==> src/rtl/commit_fence_sequencer_pkg.sv <==
// Shared types for the commit fence sequencer: FSM states and the
// accepted-request kind captured when a fence-type instruction retires.
package commit_fence_sequencer_pkg;

    localparam int unsigned CNT_W = 32;

    typedef enum logic [2:0] {
        ST_IDLE   = 3'd0,
        ST_DRAIN  = 3'd1,
        ST_DFLUSH = 3'd2,
        ST_IFLUSH = 3'd3,
        ST_TLB    = 3'd4,
        ST_DONE   = 3'd5
    } fence_state_e;

    typedef struct packed {
        logic sfence;
        logic fence_i;
        logic fence;
    } fence_kind_t;

    // FENCE and FENCE.I both need dirty D$ lines written back first.
    function automatic logic needs_dflush(fence_kind_t kind);
        return kind.fence | kind.fence_i;
    endfunction

endpackage

==> src/rtl/commit_fence_sequencer_if.sv <==
// Commit-side requests and cache/MMU flush handshakes of the fence sequencer.
interface commit_fence_sequencer_if;

    logic fence_req_i;
    logic fence_i_req_i;
    logic sfence_vma_req_i;
    logic halt_i;
    logic no_st_pending_i;
    logic dcache_flush_o;
    logic dcache_flush_ack_i;
    logic icache_flush_o;
    logic tlb_flush_o;
    logic flush_pipeline_o;
    logic done_o;
    logic busy_o;
    logic error_o;

    modport master (
        output fence_req_i, fence_i_req_i, sfence_vma_req_i, halt_i,
        output no_st_pending_i, dcache_flush_ack_i,
        input  dcache_flush_o, icache_flush_o, tlb_flush_o,
        input  flush_pipeline_o, done_o, busy_o, error_o
    );

    modport slave (
        input  fence_req_i, fence_i_req_i, sfence_vma_req_i, halt_i,
        input  no_st_pending_i, dcache_flush_ack_i,
        output dcache_flush_o, icache_flush_o, tlb_flush_o,
        output flush_pipeline_o, done_o, busy_o, error_o
    );

endinterface

==> src/rtl/commit_fence_sequencer_timeout_cnt.sv <==
// Saturating wait counter; tc_c_o flags the last allowed wait cycle.
module fence_timeout_cnt
    import commit_fence_sequencer_pkg::*;
#(
    parameter int unsigned TIMEOUT_CYCLES = 1024
) (
    input  logic clk_i,
    input  logic rst_ni,
    input  logic clear_i,
    input  logic en_i,
    output logic tc_c_o
);

    logic [CNT_W-1:0] cnt_q;
    logic [CNT_W-1:0] cnt_d;

    always_comb begin
        cnt_d = cnt_q;
        if (clear_i) begin
            cnt_d = '0;
        end else if (en_i && (cnt_q != '1)) begin
            cnt_d = cnt_q + CNT_W'(1);
        end
    end

    always_ff @(posedge clk_i or negedge rst_ni) begin
        if (!rst_ni) begin
            cnt_q <= '0;
        end else begin
            cnt_q <= cnt_d;
        end
    end

    // A zero limit disables the timeout entirely.
    assign tc_c_o = (TIMEOUT_CYCLES != 0) && en_i
                 && (cnt_q == CNT_W'(TIMEOUT_CYCLES - 1));

endmodule

==> src/rtl/commit_fence_sequencer.sv <==
// Sequences store drain, D$/I$/TLB flushes and the pipeline flush after a
// retired FENCE, FENCE.I or SFENCE.VMA; overlapping requests are merged.
module commit_fence_sequencer
    import commit_fence_sequencer_pkg::*;
#(
    parameter int unsigned TIMEOUT_CYCLES = 1024
) (
    input logic                     clk_i,
    input logic                     rst_ni,
    commit_fence_sequencer_if.slave bus
);

    fence_state_e state_q, state_d;
    fence_kind_t  kind_q, kind_d;
    fence_kind_t  req_kind;
    logic         error_q, error_d;
    logic         tc;
    logic         wait_en;

    logic dcache_flush_q, icache_flush_q, tlb_flush_q, done_q, busy_q;

    assign req_kind.sfence  = bus.sfence_vma_req_i;
    assign req_kind.fence_i = bus.fence_i_req_i;
    assign req_kind.fence   = bus.fence_req_i;

    assign wait_en = (state_q == ST_DRAIN) || (state_q == ST_DFLUSH);

    fence_timeout_cnt #(
        .TIMEOUT_CYCLES (TIMEOUT_CYCLES)
    ) u_timeout (
        .clk_i   (clk_i),
        .rst_ni  (rst_ni),
        .clear_i (state_d != state_q),
        .en_i    (wait_en),
        .tc_c_o  (tc)
    );

    always_comb begin
        state_d = state_q;
        kind_d  = kind_q;
        error_d = error_q;
        unique case (state_q)
            ST_IDLE: begin
                if ((|req_kind) && !bus.halt_i) begin
                    state_d = ST_DRAIN;
                    kind_d  = req_kind;
                    error_d = 1'b0;
                end
            end
            ST_DRAIN: begin
                if (bus.no_st_pending_i || tc) begin
                    error_d = error_q | !bus.no_st_pending_i;
                    state_d = needs_dflush(kind_q) ? ST_DFLUSH : ST_TLB;
                end
            end
            ST_DFLUSH: begin
                if (bus.dcache_flush_ack_i || tc) begin
                    error_d = error_q | !bus.dcache_flush_ack_i;
                    if (kind_q.fence_i)     state_d = ST_IFLUSH;
                    else if (kind_q.sfence) state_d = ST_TLB;
                    else                    state_d = ST_DONE;
                end
            end
            ST_IFLUSH: state_d = kind_q.sfence ? ST_TLB : ST_DONE;
            ST_TLB:    state_d = ST_DONE;
            ST_DONE:   state_d = ST_IDLE;
            default:   state_d = ST_IDLE;
        endcase
    end

    always_ff @(posedge clk_i or negedge rst_ni) begin
        if (!rst_ni) begin
            state_q <= ST_IDLE;
            kind_q  <= '0;
            error_q <= 1'b0;
        end else begin
            state_q <= state_d;
            kind_q  <= kind_d;
            error_q <= error_d;
        end
    end

    // Outputs are flopped decodes of the next state, so they track state_q exactly.
    always_ff @(posedge clk_i or negedge rst_ni) begin
        if (!rst_ni) begin
            dcache_flush_q <= 1'b0;
            icache_flush_q <= 1'b0;
            tlb_flush_q    <= 1'b0;
            done_q         <= 1'b0;
            busy_q         <= 1'b0;
        end else begin
            dcache_flush_q <= (state_d == ST_DFLUSH);
            icache_flush_q <= (state_d == ST_IFLUSH);
            tlb_flush_q    <= (state_d == ST_TLB);
            done_q         <= (state_d == ST_DONE);
            busy_q         <= (state_d != ST_IDLE);
        end
    end

    assign bus.dcache_flush_o   = dcache_flush_q;
    assign bus.icache_flush_o   = icache_flush_q;
    assign bus.tlb_flush_o      = tlb_flush_q;
    assign bus.done_o           = done_q;
    assign bus.flush_pipeline_o = done_q;
    assign bus.busy_o           = busy_q;
    assign bus.error_o          = error_q;

endmodule

==> src/flat_wrapper.sv <==
// flat-port wrapper written by rule: the top's interface ports become plain ports
module commit_fence_sequencer_flat import commit_fence_sequencer_pkg::*;
#(
    parameter int unsigned TIMEOUT_CYCLES = 1024
)
  (clk_i, rst_ni, bus_fence_req_i, bus_fence_i_req_i, bus_sfence_vma_req_i, bus_halt_i, bus_no_st_pending_i, bus_dcache_flush_ack_i, bus_dcache_flush_o, bus_icache_flush_o, bus_tlb_flush_o, bus_flush_pipeline_o, bus_done_o, bus_busy_o, bus_error_o);
  commit_fence_sequencer_if bus_i ();
  input logic clk_i;
  input logic rst_ni;
  input wire logic [$bits(bus_i.fence_req_i)-1:0] bus_fence_req_i;
  input wire logic [$bits(bus_i.fence_i_req_i)-1:0] bus_fence_i_req_i;
  input wire logic [$bits(bus_i.sfence_vma_req_i)-1:0] bus_sfence_vma_req_i;
  input wire logic [$bits(bus_i.halt_i)-1:0] bus_halt_i;
  input wire logic [$bits(bus_i.no_st_pending_i)-1:0] bus_no_st_pending_i;
  input wire logic [$bits(bus_i.dcache_flush_ack_i)-1:0] bus_dcache_flush_ack_i;
  output wire logic [$bits(bus_i.dcache_flush_o)-1:0] bus_dcache_flush_o;
  output wire logic [$bits(bus_i.icache_flush_o)-1:0] bus_icache_flush_o;
  output wire logic [$bits(bus_i.tlb_flush_o)-1:0] bus_tlb_flush_o;
  output wire logic [$bits(bus_i.flush_pipeline_o)-1:0] bus_flush_pipeline_o;
  output wire logic [$bits(bus_i.done_o)-1:0] bus_done_o;
  output wire logic [$bits(bus_i.busy_o)-1:0] bus_busy_o;
  output wire logic [$bits(bus_i.error_o)-1:0] bus_error_o;
  assign bus_i.fence_req_i = bus_fence_req_i;
  assign bus_i.fence_i_req_i = bus_fence_i_req_i;
  assign bus_i.sfence_vma_req_i = bus_sfence_vma_req_i;
  assign bus_i.halt_i = bus_halt_i;
  assign bus_i.no_st_pending_i = bus_no_st_pending_i;
  assign bus_i.dcache_flush_ack_i = bus_dcache_flush_ack_i;
  assign bus_dcache_flush_o = bus_i.dcache_flush_o;
  assign bus_icache_flush_o = bus_i.icache_flush_o;
  assign bus_tlb_flush_o = bus_i.tlb_flush_o;
  assign bus_flush_pipeline_o = bus_i.flush_pipeline_o;
  assign bus_done_o = bus_i.done_o;
  assign bus_busy_o = bus_i.busy_o;
  assign bus_error_o = bus_i.error_o;
  commit_fence_sequencer #(.TIMEOUT_CYCLES(TIMEOUT_CYCLES)) u_core (.clk_i(clk_i), .rst_ni(rst_ni), .bus(bus_i));
endmodule
==> config.mk <==
export PLATFORM = sky130hd
export DESIGN_NAME = commit_fence_sequencer_flat
export DESIGN_NICKNAME = d
export VERILOG_FILES = /design/src/rtl/commit_fence_sequencer_pkg.sv /design/src/rtl/commit_fence_sequencer_if.sv /design/src/rtl/commit_fence_sequencer_timeout_cnt.sv /design/src/rtl/commit_fence_sequencer.sv /design/src/flat_wrapper.sv
export SDC_FILE = /design/constraint.sdc
export NUM_CORES = 1
export LEC_CHECK = 0
export BUFFER_PORTS_ARGS = -buffer_cell sky130_fd_sc_hd__buf_2
export CORE_MARGIN = 10
export CORE_UTILIZATION = 52
export DETAILED_ROUTE_END_ITERATION = 8
export PLACE_DENSITY_LB_ADDON = 0.3
export SLEW_MARGIN = 20
export SYNTH_ARGS = -nofsm -noshare
export SYNTH_HDL_FRONTEND = slang
export SYNTH_SLANG_ARGS = --single-unit
==> constraint.sdc <==
create_clock -name clk_i -period 4.77 [get_ports clk_i]
set_clock_uncertainty 0.05 [all_clocks]
set_input_delay 0.954 -clock clk_i [delete_from_list [all_inputs] [get_ports clk_i]]
set_output_delay 0.954 -clock clk_i [all_outputs]
set_load 0.05 [all_outputs]
==> metrics.json, run 1 <==
{
  "slew_violations": 0,
  "max_stage_delay_ns": 0.54,
  "top_usage_layer": "met2",
  "placementRows": 26,
  "hold_viol_final": 0,
  "ys_dominant_reg_cell": "sky130_fd_sc_hd__dfrtp_1",
  "layout_common_cells": "sky130_fd_sc_hd__dfrtp_1 (44), sky130_fd_sc_hd__nor3_2 (30), sky130_fd_sc_hd__nor2_1 (28), sky130_fd_sc_hd__xnor2_1 (28), sky130_fd_sc_hd__nor3_1 (21)",
  "post_drt_via_cell_ratio": 5.84,
  "dpl.cell_count": 352,
  "vias": 2110,
  "initial_utilization_pct": 53.6,
  "timing.fmax_mhz": 345,
  "number_of_synthesized_flops_with_an_enable_pin": 0,
  "setup-tns-final_ns": 0,
  "class_of_the_most_critical_setup_path": "flip-flop to flip-flop",
  "core_sq_um": 5070,
  "drv.max_cap_violation_count": 0,
  "post_route_cells_drive_above_1_share_pct": 21.0,
  "ant_nets": 0,
  "grt.overflow.total": 0,
  "power_frac_clock_pct": 17.9,
  "p_int_w": 0.000691,
  "comb_power_share_pct": 46.7,
  "postCtsHoldBufs": 0,
  "worstSetupStartpointType": "flip-flop",
  "synth.avg_cell_area_sq_um": 9.57,
  "final_cell_count_no_fill": 361,
  "hold_path_class": "flip-flop to flip-flop",
  "netlist_area_sq_um": 2720,
  "dieWidth_um": 92.3,
  "cts_max_path_buffers": 2,
  "fin_crit_ns": 2.90,
  "vdd.ir_drop.worst_v": 0.000425,
  "post_cts.repair.setup_buffers": 0,
  "slowest_stage": "sky130_fd_sc_hd__or4_1",
  "synth_nets": 293,
  "gr-usage-met3_pct": 3.15,
  "synth.yosys.warnings": 0,
  "grt_setup_unrepaired": "no",
  "pin_count_of_the_biggest_net_entering_global_routing": 45,
  "worst-endpoint-required_ns": 4.89,
  "finish.utilization_pct": 57.2,
  "design.portCount": 15,
  "p_switching_w": 0.000666,
  "switching_power_share_of_the_total_pct": 49.1,
  "cts_buffers": 5,
  "final_worst_setup_slack_ns": 1.87,
  "end_kind": "flip-flop",
  "critPathArrivalTime_ns": 3.01,
  "detailedPlacementHpwl_um": 3950,
  "drt-pass1-iter-count": 4,
  "crit_fanout": 22,
  "port-buffer-count": 14,
  "max_slew.worst_pin.slew_ns": 0.993,
  "synth_seq_area_share_pct": 40.5,
  "pre_cts_setup_slack_ns": 1.88,
  "synthesized_instance_count": 284,
  "totalWireLength_um": 5710,
  "later_pin_clock_latency_in_the_skew_report_ns": 0.30,
  "starting_drc_count_in_detailed_routing": 120,
  "global_route.usage.met1_pct": 19.0,
  "power_leakage_nw": 1.07,
  "slew_headroom_pct": 33.8,
  "flow.area_growth_from_synthesis_pct": 6.72,
  "antenna_violations_before_repair": 0,
  "layout_worst_path_cycle_share_pct": 60.8,
  "setup_viol_count_final": 0,
  "root_buffer": "sky130_fd_sc_hd__clkbuf_8",
  "layout.cells.most_common": "sky130_fd_sc_hd__dfrtp_1",
  "yosys.area.top_type": "sky130_fd_sc_hd__dfrtp_1",
  "grt_pass1_wl_um": 10000,
  "cts.sinks": 44,
  "run_status": "finished clean",
  "cts_resized": 0,
  "clk_transition_reported_paths_ns": 0.08,
  "postSynth.asyncResetShare_pct": 100,
  "synth_top_area_share_pct": 40.5,
  "number_of_distinct_library_cells_after_synthesis": 45,
  "globalRouteMet2Util_pct": 21.8,
  "grt_use_total_pct": 14.0,
  "crit_chain": "or4_1 > nor3_2 > and4_1 > o221ai_1 > nand2_1 > buf_4 > nor4b_2",
  "drc": 0,
  "antenna-diode-count": 0,
  "num-nets-final": 299,
  "fillCellCount": 465,
  "flip_flop_and_latch_count_after_synthesis": 44,
  "power.sequential.fraction_pct": 35.4,
  "power_per_cell_area_nw_per_um2": 468,
  "ys_top_cells_by_area": "sky130_fd_sc_hd__dfrtp_1 (40%), sky130_fd_sc_hd__nor3_2 (11%), sky130_fd_sc_hd__xnor2_1 (9.0%)",
  "wl_per_cell_um": 15.8,
  "cts-htree-levels": 2,
  "tritoncts_clock_tree": "yes",
  "first_global_vias": 2054,
  "dieHeight_um": 92.3,
  "die-area_sq_um": 8520,
  "place.gp.congestion": 0.852
}
per-layer routing:
layer	part of all wire (%)	wire, um
met2	47	2670
met5	0	0
met4	1.1	60
met1	48	2720
met3	4.6	263
worst max-delay path, delay by kind of cell (launching register included):
kind | cells | cell delay, ns
buffers and inverters | 1 | 0.43
and+or+nand+nor | 5 | 1.65
AOI/OAI and AO/OA | 1 | 0.17
DFF | 1 | 0.45
area by class of cell:
cell class                 instances  area, sq um  area share [%]
inverter                           8         30.0            1.03
clock buffer                       6         82.6            2.85
sequential                        44         1100            37.9
tap                               70         87.6            3.02
multi-input combinational        215         1490            51.2
clock inverter                     2         10.0           0.345
timing repair buffer              16          105            3.62
power groups by stage:
stage	logic, W	registers [W]	clock network [W]
floorplan	0.000527	0.000516	0
global placement	0.000628	0.000484	0
detailed placement	0.000634	0.000486	0
CTS	0.000636	0.000478	0.000251
global route	0.000698	0.000489	0.000266
finish	0.000634	0.000481	0.000243
final timing paths:
| check | slack, ns | from | end | depth (start not counted) |
|---|---|---|---|---|
| setup / recovery | 1.87 | u_core.u_timeout.cnt_q[18] | u_core.u_timeout.cnt_q[30] | 7 |
| hold / removal | 0.49 | u_core.bus.error_o | u_core.bus.error_o | 2 |
| setup reg to reg | 1.87 | u_core.u_timeout.cnt_q[18] | u_core.u_timeout.cnt_q[30] | 7 |
| hold reg to reg | 0.49 | u_core.bus.error_o | u_core.bus.error_o | 2 |
| max in group asynchronous | 3.54 | rst_ni | u_core.bus.tlb_flush_o | 2 |
| min in group asynchronous | 0.61 | rst_ni | u_core.u_timeout.cnt_q[26] | 1 |
Yosys cell counts (5+ instances only):
cell / number
sky130_fd_sc_hd__buf_2: 7
sky130_fd_sc_hd__dfrtp_1: 44
sky130_fd_sc_hd__inv_1: 8
sky130_fd_sc_hd__nand2_1: 16
sky130_fd_sc_hd__nand3_1: 15
sky130_fd_sc_hd__nand4_1: 12
sky130_fd_sc_hd__nor2_1: 28
sky130_fd_sc_hd__nor3_1: 21
sky130_fd_sc_hd__nor3_2: 30
sky130_fd_sc_hd__nor4_1: 10
sky130_fd_sc_hd__or3_1: 5
sky130_fd_sc_hd__xnor2_1: 28
metrics by stage:
step                      instance area, sq um  total power, W  hold slack (ns)
after floorplan                           2720         0.00104            0.455
after global placement                    2780         0.00111            0.429
after detailed placement                  2780         0.00112            0.496
after CTS                                 2870         0.00136            0.518
after global routing                      2900         0.00145            0.554
final                                     2900         0.00136            0.494
logic make-up after synthesis:
group | synth area share (%)
AO/OA/AOI/OAI | 6.53
adder cells (fa/ha/maj) | 0.460
flip-flops | 40.5
buffers and inverters | 4.88
XOR/XNOR | 9.62
AND/OR/NAND/NOR | 36.7
multiplexers | 1.33
registers in the layout, indices dropped and copies added (netlist names):
name and count:
u_core.bus.done_o 1, u_core.kind_q 3, u_core.state_q 3, u_core.bus.busy_o 1
u_core.bus.icache_flush_o 1, u_core.bus.tlb_flush_o 1, u_core.bus.error_o 1, u_core.u_timeout.cnt_q 32
u_core.bus.dcache_flush_o 1
Power figures use the tool's default switching activity.
==> run 2, diff against run 1 <==
Settings changed: ABC_AREA from default to 1.
Clock period 4.77 ns to 2.6 ns, I/O delays scaled along.
==> run 2 against run 1 <==
  * Critical path depth rose by 8
  * Non-clock buffer count is 3 higher
  * Die area rose by 1.4%
  * Maximum frequency grew 28%
  * Sequential share of layout area fell by 1.8 points
  * Largest cell class unchanged
  * Global-route usage fell by 0.58 points
==> metrics.json, run 2 <==
{
  "cp_top_family": "simple AND/OR/NAND/NOR gates",
  "crit_fanout": {"value": 14, "change": "-36%"},
  "grt.overflow.total": {"value": 0, "change": "unchanged"},
  "hold_viol_final": {"value": 0, "change": "unchanged"},
  "num-nets-final": {"value": 360, "change": "+20%"},
  "cts.sinks": {"value": 44, "change": "unchanged"},
  "timing.fmax": {"value": 441, "unit": "MHz", "change": "+28%"},
  "detailedPlacementHpwl": {"value": 4070, "unit": "um", "change": "+2.9%"},
  "dieWidth": {"value": 92.9, "unit": "um", "change": "+0.68%"},
  "antenna-diode-count": {"value": 0, "change": "unchanged"},
  "port-buffer-count": {"value": 14, "change": "unchanged"},
  "met2WireLength": {"value": 2480, "unit": "um", "change": "-7.2%"},
  "slew_violations": {"value": 0, "change": "unchanged"},
  "clk_transition_reported_paths": {"value": 0.09, "unit": "ns", "change": "about the same"},
  "grt_use_total": {"value": 13.4, "unit": "%", "change": "-0.58 points"},
  "synth_nets": {"value": 338, "change": "+15%"},
  "netlist_area": {"value": 2770, "unit": "sq um", "change": "+1.7%"},
  "top_layer_used": "met4",
  "placementRows": {"value": 26, "change": "unchanged"},
  "design.portCount": {"value": 15, "change": "unchanged"},
  "p_switching": {"value": 0.00125, "unit": "W", "change": "+88%"},
  "path_buf_inv": {"value": 1, "change": "unchanged"},
  "ys_dominant_reg_cell": "sky130_fd_sc_hd__dfrtp_1",
  "core": {"value": 5140, "unit": "sq um", "change": "+1.3%"},
  "pin_count_of_the_biggest_net_entering_global_routing": {"value": 18, "change": "-60%"},
  "p_int": {"value": 0.00147, "unit": "W", "change": "+110%"},
  "regMostFlops": "u_core.u_timeout.cnt_q",
  "synth_top_area_share": {"value": 39.8, "unit": "%", "change": "-0.70 points"},
  "run_status": "finished clean",
  "vdd.ir_drop.worst": {"value": 0.000653, "unit": "V", "change": "+54%"},
  "dieHeight": {"value": 92.9, "unit": "um", "change": "+0.68%"},
  "critical_path.most_common_cell": "sky130_fd_sc_hd__nand2_2",
  "worst-endpoint-required": {"value": 2.73, "unit": "ns", "change": "-2.16 ns"},
  "root_buffer": "sky130_fd_sc_hd__clkbuf_8",
  "ys_top_cells_by_area": "sky130_fd_sc_hd__dfrtp_1 (40%), sky130_fd_sc_hd__nor2_4 (13%), sky130_fd_sc_hd__nand2_1 (8.7%)",
  "finish.utilization": {"value": 59.3, "unit": "%", "change": "+2.1 points"},
  "cts_buffers": {"value": 5, "change": "unchanged"},
  "comb_power_share": {"value": 48.8, "unit": "%", "change": "+2.1 points"},
  "postCtsHoldBufs": {"value": 0, "change": "unchanged"},
  "power.sequential.fraction": {"value": 30.1, "unit": "%", "change": "-5.3 points"},
  "grt_setup_unrepaired": "no",
  "setup-tns-final": {"value": 0, "unit": "ns", "change": "unchanged"},
  "switching_power_share_of_the_total": {"value": 46.0, "unit": "%", "change": "-3.0 points"},
  "antenna_violations_before_repair": {"value": 0, "change": "unchanged"},
  "starting_drc_count_in_detailed_routing": {"value": 127, "change": "+5.8%"},
  "yosys.area.top_type": "sky130_fd_sc_hd__dfrtp_1",
  "slew_headroom": {"value": 68.7, "unit": "%", "change": "+35 points"},
  "m1WireLength": {"value": 2570, "unit": "um", "change": "-5.4%"},
  "max_stage_delay": {"value": 0.44, "unit": "ns", "change": "-0.10 ns"},
  "hold_ws": {"value": 0.0792, "unit": "ns", "change": "-0.415 ns"},
  "synthTopCellsByCount": "sky130_fd_sc_hd__nand2_1 (64), sky130_fd_sc_hd__nor2_1 (47), sky130_fd_sc_hd__dfrtp_1 (44), sky130_fd_sc_hd__inv_1 (36), sky130_fd_sc_hd__nor2_4 (32)",
  "fillCellCount": {"value": 471, "change": "+1.3%"},
  "number_of_distinct_library_cells_after_synthesis": {"value": 27, "change": "-40%"},
  "worstSetupStartpointType": "flip-flop",
  "max_slew.worst_pin.slew": {"value": 0.468, "unit": "ns", "change": "-0.524 ns"},
  "reg.largest.list": "u_core.u_timeout.cnt_q: 32 flops, u_core.kind_q: 3 flops, u_core.state_q: 3 flops",
  "postSynth.asyncResetShare": {"value": 100, "unit": "%", "change": "unchanged"},
  "drt-pass1-iter-count": {"value": 4, "change": "unchanged"},
  "slowest_stage": "sky130_fd_sc_hd__dfrtp_1",
  "layout_worst_path_cycle_share": {"value": 87.3, "unit": "%", "change": "+27 points"},
  "largest_register_ff_count": {"value": 32, "change": "unchanged"},
  "post_route_cells_drive_above_1_share": {"value": 23.0, "unit": "%", "change": "+2.0 points"},
  "cts_max_path_buffers": {"value": 2, "change": "unchanged"},
  "ant_nets": {"value": 0, "change": "unchanged"},
  "final_cell_count_no_fill": {"value": 422, "change": "+17%"},
  "layout.cells.most_common": "sky130_fd_sc_hd__nand2_1",
  "power_frac_clock": {"value": 21.0, "unit": "%", "change": "+3.1 points"},
  "class_of_the_most_critical_setup_path": "flip-flop to flip-flop",
  "cts_resized": {"value": 0, "change": "unchanged"},
  "vias": {"value": 2122, "change": "+0.57%"},
  "detailroute.wirelength.met3": {"value": 205, "unit": "um", "change": "-22%"},
  "power_per_cell_area": {"value": 893, "unit": "nW/um^2", "change": "+91%"},
  "tritoncts_clock_tree": "yes",
  "multi_input_area": {"value": 1460, "unit": "sq um", "change": "-1.8%"},
  "post_drt_via_cell_ratio": {"value": 5.03, "change": "-14%"},
  "drv.max_cap_violation_count": {"value": 0, "change": "unchanged"},
  "end_kind": "flip-flop",
  "cts-htree-levels": {"value": 2, "change": "unchanged"},
  "drc": {"value": 0, "change": "unchanged"},
  "synth_seq_area_share": {"value": 39.8, "unit": "%", "change": "-0.70 points"},
  "wl_per_cell": {"value": 12.6, "unit": "um", "change": "-20%"},
  "number_of_synthesized_flops_with_an_enable_pin": {"value": 0, "change": "unchanged"},
  "synthesized_instance_count": {"value": 329, "change": "+16%"},
  "flip_flop_and_latch_count_after_synthesis": {"value": 44, "change": "unchanged"},
  "yosys.cell_count.top_type": "sky130_fd_sc_hd__nand2_1",
  "crit_chain": "nand2_1 > nand2_2 > nor2_4 > nand2_2 > nor2_2 > nand2_2 > nand2_2 > nand2_1 > nand3_2 > nand2_2 > nand2_1 > nand2_1 > nand2_4 > buf_12 > nor2_4",
  "place.gp.congestion": {"value": 0.887, "change": "+4.1%"},
  "initial_utilization": {"value": 53.8, "unit": "%", "change": "+0.25 points"},
  "fin_crit": {"value": 2.27, "unit": "ns", "change": "-0.629 ns"},
  "hold_path_class": "input pin to async pin",
  "power_leakage": {"value": 1.29, "unit": "nW", "change": "+21%"},
  "synth.avg_cell_area": {"value": 8.41, "unit": "sq um", "change": "-12%"},
  "grt_pass1_wl": {"value": 9400, "unit": "um", "change": "-5.9%"},
  "first_global_vias": {"value": 2037, "change": "-0.83%"},
  "layout_common_cells": "sky130_fd_sc_hd__nand2_1 (64), sky130_fd_sc_hd__nor2_1 (47), sky130_fd_sc_hd__dfrtp_1 (44)",
  "synth.yosys.warnings": {"value": 0, "change": "unchanged"},
  "die-area": {"value": 8640, "unit": "sq um", "change": "+1.4%"},
  "post_cts.repair.setup_buffers": {"value": 0, "change": "unchanged"},
  "later_pin_clock_latency_in_the_skew_report": {"value": 0.30, "unit": "ns", "change": "about the same"},
  "dpl.cell_count": {"value": 414, "change": "+18%"},
  "flow.area_growth_from_synthesis_pct": 10.1,
  "totalWireLength": {"value": 5330, "unit": "um", "change": "-6.6%"},
  "seqCellArea": {"value": 1100, "unit": "sq um", "change": "unchanged"},
  "critPathArrivalTime": {"value": 2.40, "unit": "ns", "change": "-0.61 ns"},
  "setup_viol_count_final": {"value": 0, "change": "unchanged"}
}
## run 2: power groups by stage
stage | clock network, W | registers, W | logic (W)
after global placement | 0 | 0.000828 | 0.00133
after floorplan | 0 | 0.000942 | 0.00108
final | 0.000572 | 0.000820 | 0.00133
after CTS | 0.000579 | 0.000821 | 0.00135
after global routing | 0.000613 | 0.000834 | 0.00144
after detailed placement | 0 | 0.000830 | 0.00135
## run 2: cells by family (layout without fill, tap and decap cells)
| family | after synthesis | count (layout) | share of synthesized area (%) |
|---|---|---|---|
| compound gates | 14 | 14 | 2.76 |
| fa+ha+maj | 1 | 1 | 0.452 |
| mux | 2 | 2 | 0.814 |
| xor+xnor | 22 | 22 | 6.97 |
| buf+inv | 41 | 64 | 7.46 |
| flops | 44 | 44 | 39.8 |
| simple gates | 205 | 205 | 41.7 |
## run 2: path summary, 6_finish.rpt
check	cells after the start	startpoint	end	slack (ns)
worst max-delay path	15	u_core.state_q[1]	u_core.u_timeout.cnt_q[20]	0.33
worst min-delay path	1	rst_ni	u_core.u_timeout.cnt_q[28]	0.08
worst max register to register	15	u_core.state_q[1]	u_core.u_timeout.cnt_q[20]	0.33
worst min register to register	2	u_core.bus.error_o	u_core.bus.error_o	0.47
max in group asynchronous	2	rst_ni	u_core.u_timeout.cnt_q[8]	1.87
min in group clk_i	3	bus_fence_i_req_i	u_core.kind_q[1]	0.40
## run 2: worst reg2reg max path, stage by stage, from the launching register on
cell and delay (ns):
sky130_fd_sc_hd__dfrtp_1 0.44, sky130_fd_sc_hd__nand2_1 0.16, sky130_fd_sc_hd__nand2_2 0.09, sky130_fd_sc_hd__nor2_4 0.16, sky130_fd_sc_hd__nand2_2 0.07, sky130_fd_sc_hd__nor2_2 0.09, sky130_fd_sc_hd__nand2_2 0.08, sky130_fd_sc_hd__nand2_2 0.08
sky130_fd_sc_hd__nand2_1 0.06, sky130_fd_sc_hd__nand3_2 0.11, sky130_fd_sc_hd__nand2_2 0.09, sky130_fd_sc_hd__nand2_1 0.07, sky130_fd_sc_hd__nand2_1 0.08, sky130_fd_sc_hd__nand2_4 0.22, sky130_fd_sc_hd__buf_12 0.24, sky130_fd_sc_hd__nor2_4 0.04
## run 2: final cells by class
class | count | area share [%]
Multi-Input combinational cell | 244 | 47.9
Sequential cell | 44 | 36.2
Inverter | 37 | 4.56
Timing Repair Buffer | 19 | 4.35
Clock buffer | 7 | 3.16
Tap cell | 70 | 2.88
Clock inverter | 1 | 0.986
## run 2: routing by layer
metal | GRT usage [%] | up-vias
met4 | 5.14 | 0
met2 | 20.9 | 33
met5 | 0 | -
met1 | 17.5 | 998
met3 | 3.23 | 7
li1 | - | 1084
## run 2: per-stage QoR
| step | setup WS (ns) | cell area [sq um] | power (W) |
|---|---|---|---|
| 2_1_floorplan | 0.649 | 2770 | 0.00203 |
| 3_5_place_dp | 0.344 | 2920 | 0.00217 |
| 5_1_grt | 0.173 | 3050 | 0.00289 |
| 4_1_cts | 0.308 | 3050 | 0.00275 |
| 3_3_place_gp | 0.414 | 2920 | 0.00215 |
| 6_report | 0.331 | 3050 | 0.00272 |
==> run 3, diff against run 2 <==
Settings changed: RECOVER_POWER from default to 50.
==> run 3 against run 2 <==
  * Die area is the same
  * Critical path depth shrank 2
  * Clock-buffer cell count is the same
  * Total power shrank 0.35%
  * Core utilization shrank 0.32 points
  * First-iteration DRC count grew 7.9%
  * Largest power group unchanged
  * Register-to-register slack lost 0.03 ns
  * Highest routed layer unchanged
  * Cell area shrank 0.53%
  * Worst hold slack gained 0.19 ns
  * Flip-flop and latch count is the same
  * Largest cell class unchanged
  * Sequential share of layout area grew 0.19 points
  * Clock power is essentially flat
==> metrics.json, run 3 (synthesis gave the netlist of run 2 again) <==
{
  "cts-htree-levels": {"value": 2, "change": "unchanged"},
  "dieWidth": {"value": 92.9, "unit": "um", "change": "unchanged"},
  "slowest_stage": "sky130_fd_sc_hd__dfrtp_1",
  "post_route_cells_drive_above_1_share": {"value": 21.3, "unit": "%", "change": "-1.7 points"},
  "cp_top_family": "simple AND/OR/NAND/NOR gates",
  "power_per_cell_area": {"value": 895, "unit": "nW/um^2", "change": "+0.19%"},
  "critical_path.most_common_cell": "sky130_fd_sc_hd__nand2_2",
  "setup-tns-final": {"value": 0, "unit": "ns", "change": "unchanged"},
  "crit_chain": "nor2_1 > nor2_4 > nand2_2 > nor2_2 > nand2_2 > nand3_1 > nand3_2 > nand2_2 > nand2_1 > nand2_1 > nand2_4 > buf_12 > nor2_4",
  "end_kind": "flip-flop",
  "grt_pass1_wl": {"value": 9400, "unit": "um", "change": "unchanged"},
  "ant_nets": {"value": 0, "change": "unchanged"},
  "path_buf_inv": {"value": 1, "change": "unchanged"},
  "p_switching": {"value": 0.00125, "unit": "W", "change": "about the same"},
  "post_cts.repair.setup_buffers": {"value": 0, "change": "unchanged"},
  "timing.fmax": {"value": 436, "unit": "MHz", "change": "-1.1%"},
  "antenna_violations_before_repair": {"value": 0, "change": "unchanged"},
  "placement.cell_area": {"value": 2920, "unit": "sq um", "change": "unchanged"},
  "post_drt_via_cell_ratio": {"value": 5.03, "change": "about the same"},
  "largest_register_ff_count": {"value": 32, "change": "unchanged"},
  "detailedPlacementHpwl": {"value": 4070, "unit": "um", "change": "unchanged"},
  "hold_path_class": "input pin to async pin",
  "port-buffer-count": {"value": 14, "change": "unchanged"},
  "run_status": "finished clean",
  "placementRows": {"value": 26, "change": "unchanged"},
  "grt_use_total": {"value": 13.4, "unit": "%", "change": "unchanged"},
  "initial_utilization": {"value": 53.8, "unit": "%", "change": "unchanged"},
  "totalWireLength": {"value": 5320, "unit": "um", "change": "-0.17%"},
  "slew_headroom": {"value": 39.9, "unit": "%", "change": "-29 points"},
  "cts.sinks": {"value": 44, "change": "unchanged"},
  "pin_count_of_the_biggest_net_entering_global_routing": {"value": 18, "change": "unchanged"},
  "vdd.ir_drop.worst": {"value": 0.000680, "unit": "V", "change": "+4.1%"},
  "vias": {"value": 2124, "change": "+0.094%"},
  "cts_resized": {"value": 0, "change": "unchanged"},
  "clk_transition_reported_paths": {"value": 0.09, "unit": "ns", "change": "about the same"},
  "max_stage_delay": {"value": 0.44, "unit": "ns", "change": "about the same"},
  "design_area": {"value": 3030, "unit": "sq um", "change": "-0.53%"},
  "switching_power_share_of_the_total": {"value": 46.2, "unit": "%", "change": "+0.14 points"},
  "hold_viol_final": {"value": 0, "change": "unchanged"},
  "grt_setup_unrepaired": "no",
  "slew_violations": {"value": 0, "change": "unchanged"},
  "power.sequential.fraction": {"value": 30.2, "unit": "%", "change": "about the same"},
  "comb_power_share": {"value": 48.7, "unit": "%", "change": "about the same"},
  "core": {"value": 5140, "unit": "sq um", "change": "unchanged"},
  "later_pin_clock_latency_in_the_skew_report": {"value": 0.30, "unit": "ns", "change": "about the same"},
  "postCtsHoldBufs": {"value": 0, "change": "unchanged"},
  "class_of_the_most_critical_setup_path": "flip-flop to flip-flop",
  "drt-pass1-iter-count": {"value": 4, "change": "unchanged"},
  "worst-endpoint-required": {"value": 2.73, "unit": "ns", "change": "about the same"},
  "worstSetupStartpointType": "flip-flop",
  "dpl.cell_count": {"value": 414, "change": "unchanged"},
  "power_leakage": {"value": 1.27, "unit": "nW", "change": "-1.4%"},
  "power_frac_clock": {"value": 21.1, "unit": "%", "change": "about the same"},
  "final_cell_count_no_fill": {"value": 422, "change": "unchanged"},
  "drc": {"value": 0, "change": "unchanged"},
  "cts_buffers": {"value": 5, "change": "unchanged"},
  "die-area": {"value": 8640, "unit": "sq um", "change": "unchanged"},
  "p_int": {"value": 0.00146, "unit": "W", "change": "-0.61%"},
  "layout.cells.most_common": "sky130_fd_sc_hd__nand2_1",
  "setup_viol_count_final": {"value": 0, "change": "unchanged"},
  "critPathArrivalTime": {"value": 2.43, "unit": "ns", "change": "+0.03 ns"},
  "regMostFlops": "u_core.u_timeout.cnt_q",
  "antenna-diode-count": {"value": 0, "change": "unchanged"},
  "flow.area_growth_from_synthesis_pct": 9.50,
  "num-nets-final": {"value": 360, "change": "unchanged"},
  "first_global_vias": {"value": 2037, "change": "unchanged"},
  "design.portCount": {"value": 15, "change": "unchanged"},
  "layout_common_cells": "sky130_fd_sc_hd__nand2_1 (64), sky130_fd_sc_hd__nor2_1 (48), sky130_fd_sc_hd__dfrtp_1 (44)",
  "wl_per_cell": {"value": 12.6, "unit": "um", "change": "-0.17%"},
  "grt.overflow.total": {"value": 0, "change": "unchanged"},
  "finish.utilization": {"value": 58.9, "unit": "%", "change": "-0.32 points"},
  "dieHeight": {"value": 92.9, "unit": "um", "change": "unchanged"},
  "root_buffer": "sky130_fd_sc_hd__clkbuf_8",
  "place.gp.congestion": {"value": 0.887, "change": "unchanged"},
  "drv.max_cap_violation_count": {"value": 0, "change": "unchanged"},
  "fin_crit": {"value": 2.30, "unit": "ns", "change": "+0.0262 ns"},
  "starting_drc_count_in_detailed_routing": {"value": 137, "change": "+7.9%"},
  "layout_worst_path_cycle_share": {"value": 88.3, "unit": "%", "change": "+1.0 points"},
  "cts_max_path_buffers": {"value": 2, "change": "unchanged"},
  "max_slew.worst_pin.slew": {"value": 0.901, "unit": "ns", "change": "+0.432 ns"},
  "fillCellCount": {"value": 478, "change": "+1.5%"},
  "reg.largest.list": "u_core.u_timeout.cnt_q: 32 flops, u_core.kind_q: 3 flops, u_core.state_q: 3 flops",
  "crit_fanout": {"value": 14, "change": "unchanged"},
  "tritoncts_clock_tree": "yes"
}
## run 3: final cells by class
class | count | area (sq um) | area share, %
multi-input combinational | 244 | 1460 | 48.1
sequential | 44 | 1100 | 36.3
inverter | 37 | 139 | 4.58
timing repair buffer | 19 | 119 | 3.92
clock buffer | 7 | 96.3 | 3.18
tap | 70 | 87.6 | 2.89
clock inverter | 1 | 30.0 | 0.991
## run 3: metrics by stage
step / power (W) / hold slack (ns) / worst slack, ns
6_report: 0.00271 / 0.269 / 0.304
5_1_grt: 0.00287 / 0.382 / 0.160
4_1_cts: 0.00275 / 0.0940 / 0.308
3_5_place_dp: 0.00217 / 0.417 / 0.344
3_3_place_gp: 0.00215 / 0.418 / 0.414
2_1_floorplan: 0.00203 / 0.174 / 0.649
## run 3: power by group through the flow
stage	registers (W)	clock network, W	logic, W
CTS	0.000821	0.000579	0.00135
finish	0.000818	0.000572	0.00132
global route	0.000831	0.000613	0.00143
floorplan	0.000942	0	0.00108
global placement	0.000828	0	0.00133
detailed placement	0.000830	0	0.00135
## run 3: path summary, 6_finish.rpt
path / start / end / slack [ns] / depth (start not counted)
max in group asynchronous: rst_ni / u_core.u_timeout.cnt_q[8] / 0.95 / 2
min in group clk_i: bus_fence_i_req_i / u_core.kind_q[1] / 0.40 / 3
worst min-delay path: rst_ni / u_core.u_timeout.cnt_q[28] / 0.27 / 1
worst max register to register: u_core.state_q[1] / u_core.u_timeout.cnt_q[20] / 0.30 / 13
worst max-delay path: u_core.state_q[1] / u_core.u_timeout.cnt_q[20] / 0.30 / 13
worst min register to register: u_core.bus.error_o / u_core.bus.error_o / 0.48 / 2
## run 3: worst reg2reg max path: cells and delay by family, from the launching register on
kind                   cells  cell delay [ns]
buffers and inverters      1             0.24
flip-flops                 1             0.44
AND/OR/NAND/NOR           12             1.45
## run 3: metal layers
metal | wire (um) | up-vias | GRT usage [%]
met1 | 2580 | 1006 | 17.5
met3 | 170 | 7 | 3.23
met4 | 78 | 0 | 5.14
li1 | - | 1085 | -
met5 | 0 | - | 0
met2 | 2490 | 26 | 20.9
